==> src/rtl/instr_fetch.sv <==
// instr_fetch: credit-limited instruction fetch front end with PC/word FIFO, redirect flush and stale-response drop
module instr_fetch #(
   parameter int XLEN = 32,
   parameter logic [XLEN-1:0] RESET_PC = '0,
   parameter int FIFO_DEPTH = 2
) (
   input  logic            clk,
   input  logic            rst,
   input  logic            halt,
   input  logic            redirect_valid,
   input  logic [XLEN-1:0] redirect_pc,
   output logic            imem_req_valid,
   output logic [XLEN-1:0] imem_req_addr,
   input  logic            imem_req_ready,
   input  logic            imem_rsp_valid,
   input  logic [XLEN-1:0] imem_rsp_data,
   output logic            dec_valid,
   input  logic            dec_ready,
   output logic [XLEN-1:0] dec_pc,
   output logic [XLEN-1:0] dec_instr,
   output logic            fetch_misalign
);
   localparam int AW = $clog2(FIFO_DEPTH);
   localparam int DW = AW + 8;
   localparam logic [AW+1:0] DEPTH_L = (AW+2)'(FIFO_DEPTH);
   localparam logic [XLEN-1:0] NOP = XLEN'(32'h0000_0013);
   typedef enum logic {RUN, MISALIGN} state_t;
   state_t state, state_nx;
   logic [XLEN-1:0] fetch_pc;
   logic [AW:0] outstanding, fcount;
   logic [DW-1:0] drop;
   logic [AW-1:0] pc_wr, pc_rd, fq_wr, fq_rd;
   logic [XLEN-1:0] pc_mem [FIFO_DEPTH];
   logic [XLEN-1:0] fq_pc [FIFO_DEPTH];
   logic [XLEN-1:0] fq_instr [FIFO_DEPTH];
   logic req_fire, rsp_drop, rsp_keep, pop;
   always_comb begin
      state_nx = redirect_valid ? (redirect_pc[1:0] != 2'b00 ? MISALIGN : RUN) : state;
      imem_req_valid = !rst && state == RUN && !halt && !redirect_valid &&
                       ({1'b0, outstanding} + {1'b0, fcount} < DEPTH_L);
      imem_req_addr = fetch_pc & ~XLEN'(3);
      dec_valid = !rst && state == RUN && !halt && fcount != '0;
      dec_pc = dec_valid ? fq_pc[fq_rd] : '0;
      dec_instr = dec_valid ? fq_instr[fq_rd] : NOP;
      fetch_misalign = state == MISALIGN;
      req_fire = imem_req_valid && imem_req_ready;
      rsp_drop = imem_rsp_valid && drop != '0;
      rsp_keep = imem_rsp_valid && drop == '0 && outstanding != '0;
      pop = dec_valid && dec_ready && !redirect_valid;
   end
   // A redirect turns every in-flight request into a pending discard
   always_ff @(posedge clk) begin
      if (rst) begin
         state <= RUN;
         fetch_pc <= RESET_PC;
         outstanding <= '0;
         drop <= '0;
         fcount <= '0;
         pc_wr <= '0;
         pc_rd <= '0;
         fq_wr <= '0;
         fq_rd <= '0;
      end else begin
         state <= state_nx;
         if (redirect_valid) begin
            fetch_pc <= redirect_pc;
            outstanding <= '0;
            drop <= drop + DW'(outstanding) - DW'(rsp_drop || rsp_keep);
            fcount <= '0;
            pc_wr <= '0;
            pc_rd <= '0;
            fq_wr <= '0;
            fq_rd <= '0;
         end else begin
            fetch_pc <= req_fire ? fetch_pc + XLEN'(4) : fetch_pc;
            outstanding <= outstanding + (AW+1)'(req_fire) - (AW+1)'(rsp_keep);
            drop <= drop - DW'(rsp_drop);
            fcount <= fcount + (AW+1)'(rsp_keep) - (AW+1)'(pop);
            pc_wr <= pc_wr + AW'(req_fire);
            pc_rd <= pc_rd + AW'(rsp_keep);
            fq_wr <= fq_wr + AW'(rsp_keep);
            fq_rd <= fq_rd + AW'(pop);
         end
      end
   end
   always_ff @(posedge clk) begin
      if (req_fire) pc_mem[pc_wr] <= imem_req_addr;
      if (rsp_keep && !redirect_valid) begin
         fq_pc[fq_wr] <= pc_mem[pc_rd];
         fq_instr[fq_wr] <= imem_rsp_data;
      end
   end
endmodule
==> config.mk <==
export PLATFORM = sky130hd
export DESIGN_NAME = instr_fetch
export DESIGN_NICKNAME = d
export VERILOG_FILES = /design/src/rtl/instr_fetch.sv
export SDC_FILE = /design/constraint.sdc
export NUM_CORES = 1
export LEC_CHECK = 0
export ABC_CLOCK_PERIOD_IN_PS = 12450
export BUFFER_PORTS_ARGS = -buffer_cell sky130_fd_sc_hd__buf_4
export CAP_MARGIN = 40
export CORE_AREA = 3 3 188 190
export CTS_BUF_LIST = sky130_fd_sc_hd__clkbuf_2 sky130_fd_sc_hd__clkbuf_4 sky130_fd_sc_hd__clkbuf_8
export DETAILED_ROUTE_END_ITERATION = 8
export DIE_AREA = 0 0 191 193
export GPL_TIMING_DRIVEN = 0
export HOLD_SLACK_MARGIN = 0.02
export SLEW_MARGIN = 20
export SYNTH_ARGS = -nofsm -noshare
export SYNTH_HDL_FRONTEND = slang
export SYNTH_SLANG_ARGS = --single-unit
==> constraint.sdc <==
create_clock -name clk -period 12.45 [get_ports clk]
set_input_delay 0 -clock clk [delete_from_list [all_inputs] [get_ports clk]]
set_output_delay 0 -clock clk [all_outputs]
set_load 0.03 [all_outputs]
==> flow_summary_export.csv <==
group,metric,value,unit
cts,clk_pin_slew,60,ps
floorplan,die-height,193,µm
routing,drt_iter0_drc,311,
cts,cts_tree,"done",
routing,drc_errors,0,
yosys,postSynth.asyncResetShare,0,%
timing,tightest_slew,878.8,ps
timing,clock_skew,21.79,ps
setup_path,path_max_fanout,5,
yosys,synth_top_area_cell,"edfxtp_1",
hold_path,hold_class,"in2reg",
global_routing,grt_pass1_wl,40.30,mm
timing,slew_viol_final,0,
timing,rsz0062_at_grt,"no",
outcome,status,"finished clean",
routing,via_per_inst,4.661,
yosys,avgSynthCellArea,13.24,µm²
yosys,synth_ff_type,"edfxtp_1",
setup_path,max_stage_delay,480,ps
setup_path,crit_slowest_cell,"a2111o_1",
setup_path,required,12890,ps
finish,drive_above_1_share,27.18,%
setup_path,crit_path_cell_trace,"inv_1 -> ha_1 -> and2_1 -> nand4_1 -> o31a_1 -> ha_1 -> inv_1 -> ha_1 -> inv_1 -> fa_1 -> nand2b_1 -> a2111o_1 -> a21boi_0 -> nor3b_1 -> a211oi_1",
floorplan,start_util,30.16,%
cts,post_cts_buffers,0,
cts,ctsResizeCount,0,
setup_path,cp-end-kind,"register",
timing,relSlewSlack,41.20,%
global_routing,grt_max_degree,33,
setup_path,critical-path-top-delay-family,"compound AO/OA/AOI/OAI gates",
yosys,yosys_warnings,0,
cts,clk_latency,530,ps
floorplan,die_area,36860,µm²
cts,htreeDepth,2,
floorplan,fp.dieW,191,µm
yosys,ys_seq_elements,232,
placed_design,gp_routability_congestion,0.8759,
yosys,syn_inst,766,
yosys,seq_area_frac_synth,63.97,%
timing,finalSetupViolations,0,
routing,vias,7215,
global_routing,antenna_found_initial,0,
global_routing,grt_use_total,14.18,%
power,power_density,137.1,nW/µm²
yosys,netlist_area,10140,µm²
yosys,synth_area_leaders,"edfxtp_1 54%, dfxtp_1 9.5%, mux2i_1 6.4%",
finish,finish.utilization,40.83,%
cts,cts_buffers,40,
yosys,synth_edf_count,184,
cts,root_buffer,"clkbuf_8",
yosys,synth_top_cell_area_share,54.49,%
yosys,synth_most_common_cell,"edfxtp_1",
cts,clkSinkCount,232,
setup_path,start_kind,"register",
floorplan,rows,67,
timing,setup_tns,0,ps
routing,drt_pass1_iterations,5,
power,leakagePower,4.998,nW
yosys,synth_cell_types,70,
yosys,synth_common_cells,"184 x edfxtp_1, 95 x nor2_1, 65 x mux2i_1",
timing,finalWorstPathRequiredPeriod,3478,ps
placed_design,post-dp-hpwl,18.86,mm
flow_run,drv_cap,0,
setup_path,critical_path_class,"reg2reg",
routing,ant_nets,0,
finish,areaGrowthSynthToFinish,35.38,%
setup_path,worst-endpoint-arrival,3920,ps
routing,wire_per_inst,17.39,µm
power,vdd.ir_drop.worst,0.00005598,V
global_routing,first_global_vias,7146,
setup_path,critPathBufInv,3,
routing,routed_wl,26.92,mm
placed_design,portBuffers,165,
timing,final_hold_viol_count,0,
timing,fmaxAchievable,287.5,MHz
finish,fin_nets,1171,
timing,finalCritPeriodShare,27.94,%
global_routing,grt_overflow,0,
finish,diodes,0,
floorplan,ios,170,
floorplan,core-area,33620,µm²
cts,cts_buffer_depth,3,
## routing by layer
layer | track usage, % | routed length (µm)
met1 | 17.48 | 11480
met2 | 24.68 | 13150
met3 | 2.802 | 1508
met4 | 5.391 | 778
met5 | 0 | 0
## kinds of logic after synthesis
family	synth area share (%)
multiplexers	9.859
adder cells (fa/ha/maj)	3.727
flip-flops	63.97
other	0.03698
XOR/XNOR	1.555
AO/OA/AOI/OAI	6.627
buffers and inverters	3.393
AND/OR/NAND/NOR	10.83
## final cells by class
type / instances / area [µm²]
fillers: 3173 / 19890
flip-flops and latches: 232 / 6486
well taps: 448 / 560.5
repair buffers: 260 / 2201
plain buffers: 41 / 231.5
multi-input cells: 466 / 3336
inverters: 30 / 112.6
clock buffers: 56 / 676.9
clock inverters: 15 / 122.6
## stage by stage
stage	hold slack, ps	total power, mW	cell area (µm²)	setup WS (ps)	instances
floorplan	98.87	1.094	10150	6440	769
global placement	185.5	1.176	11950	3147	1382
detailed placement	187.8	1.185	12090	8962	1393
CTS	96.83	1.902	13720	8946	1547
global route	173.9	1.971	13730	8709	1548
finish	124.5	1.882	13730	8972	1548
## worst reg2reg max path, cell delays in order (launching register included)
cell	delay [ps]
dfxtp_1	350
inv_1	140
ha_1	190
and2_1	160
nand4_1	150
o31a_1	270
ha_1	270
inv_1	50
ha_1	150
inv_1	50
fa_1	380
nand2b_1	210
a2111o_1	480
a21boi_0	250
nor3b_1	80
a211oi_1	210
## sequential cells by signal (all words and copies together) (netlist names)
| name | count |
|---|---|
| drop | 9 |
| fq_instr | 64 |
| fq_pc | 60 |
| fcount | 2 |
| fq_rd | 1 |
| pc_wr | 1 |
| outstanding | 2 |
| pc_rd | 1 |
| pc_mem | 60 |
| fetch_pc | 30 |
| fq_wr | 1 |
| fetch_misalign | 1 |
## report_power, final
| group | internal [mW] | switching, mW |
|---|---|---|
| clock network | 0.392 | 0.297 |
| registers | 0.854 | 0.0257 |
| logic | 0.149 | 0.164 |
| total | 1.40 | 0.486 |
## layout by cell type, fill, tap and decap left out, types with 16 or more instances in the layout
cell type | synthesis | final
edfxtp_1 | 184 | 184
buf_4 | 4 | 177
nor2_1 | 95 | 95
dlygate4sd3_1 | 0 | 83
mux2i_1 | 65 | 65
dfxtp_1 | 48 | 48
clkbuf_8 | 5 | 46
nand2_1 | 39 | 39
mux2_2 | 31 | 31
inv_1 | 29 | 29
ha_1 | 27 | 25
clkbuf_1 | 24 | 24
a21oi_1 | 20 | 20
nand4_1 | 16 | 16
clkbuf_4 | 1 | 16
a31oi_1 | 16 | 16
## final timing paths
path | startpoint | end | slack, ps | cells after the start
setup / recovery | drop[7] | drop[6] | 8970 | 15
hold / removal | imem_req_ready | fetch_pc[18] | 120 | 5
setup reg to reg | drop[7] | drop[6] | 8970 | 15
hold reg to reg | fetch_pc[15] | pc_mem[1][13] | 540 | 0
## timing repair
item                                   4_1_cts  5_1_grt
setup endpoints to repair                    0        0
hold buffers                                83        0
endpoints found under the hold margin      103        0
No activity file was read; power rests on OpenSTA's default activity.
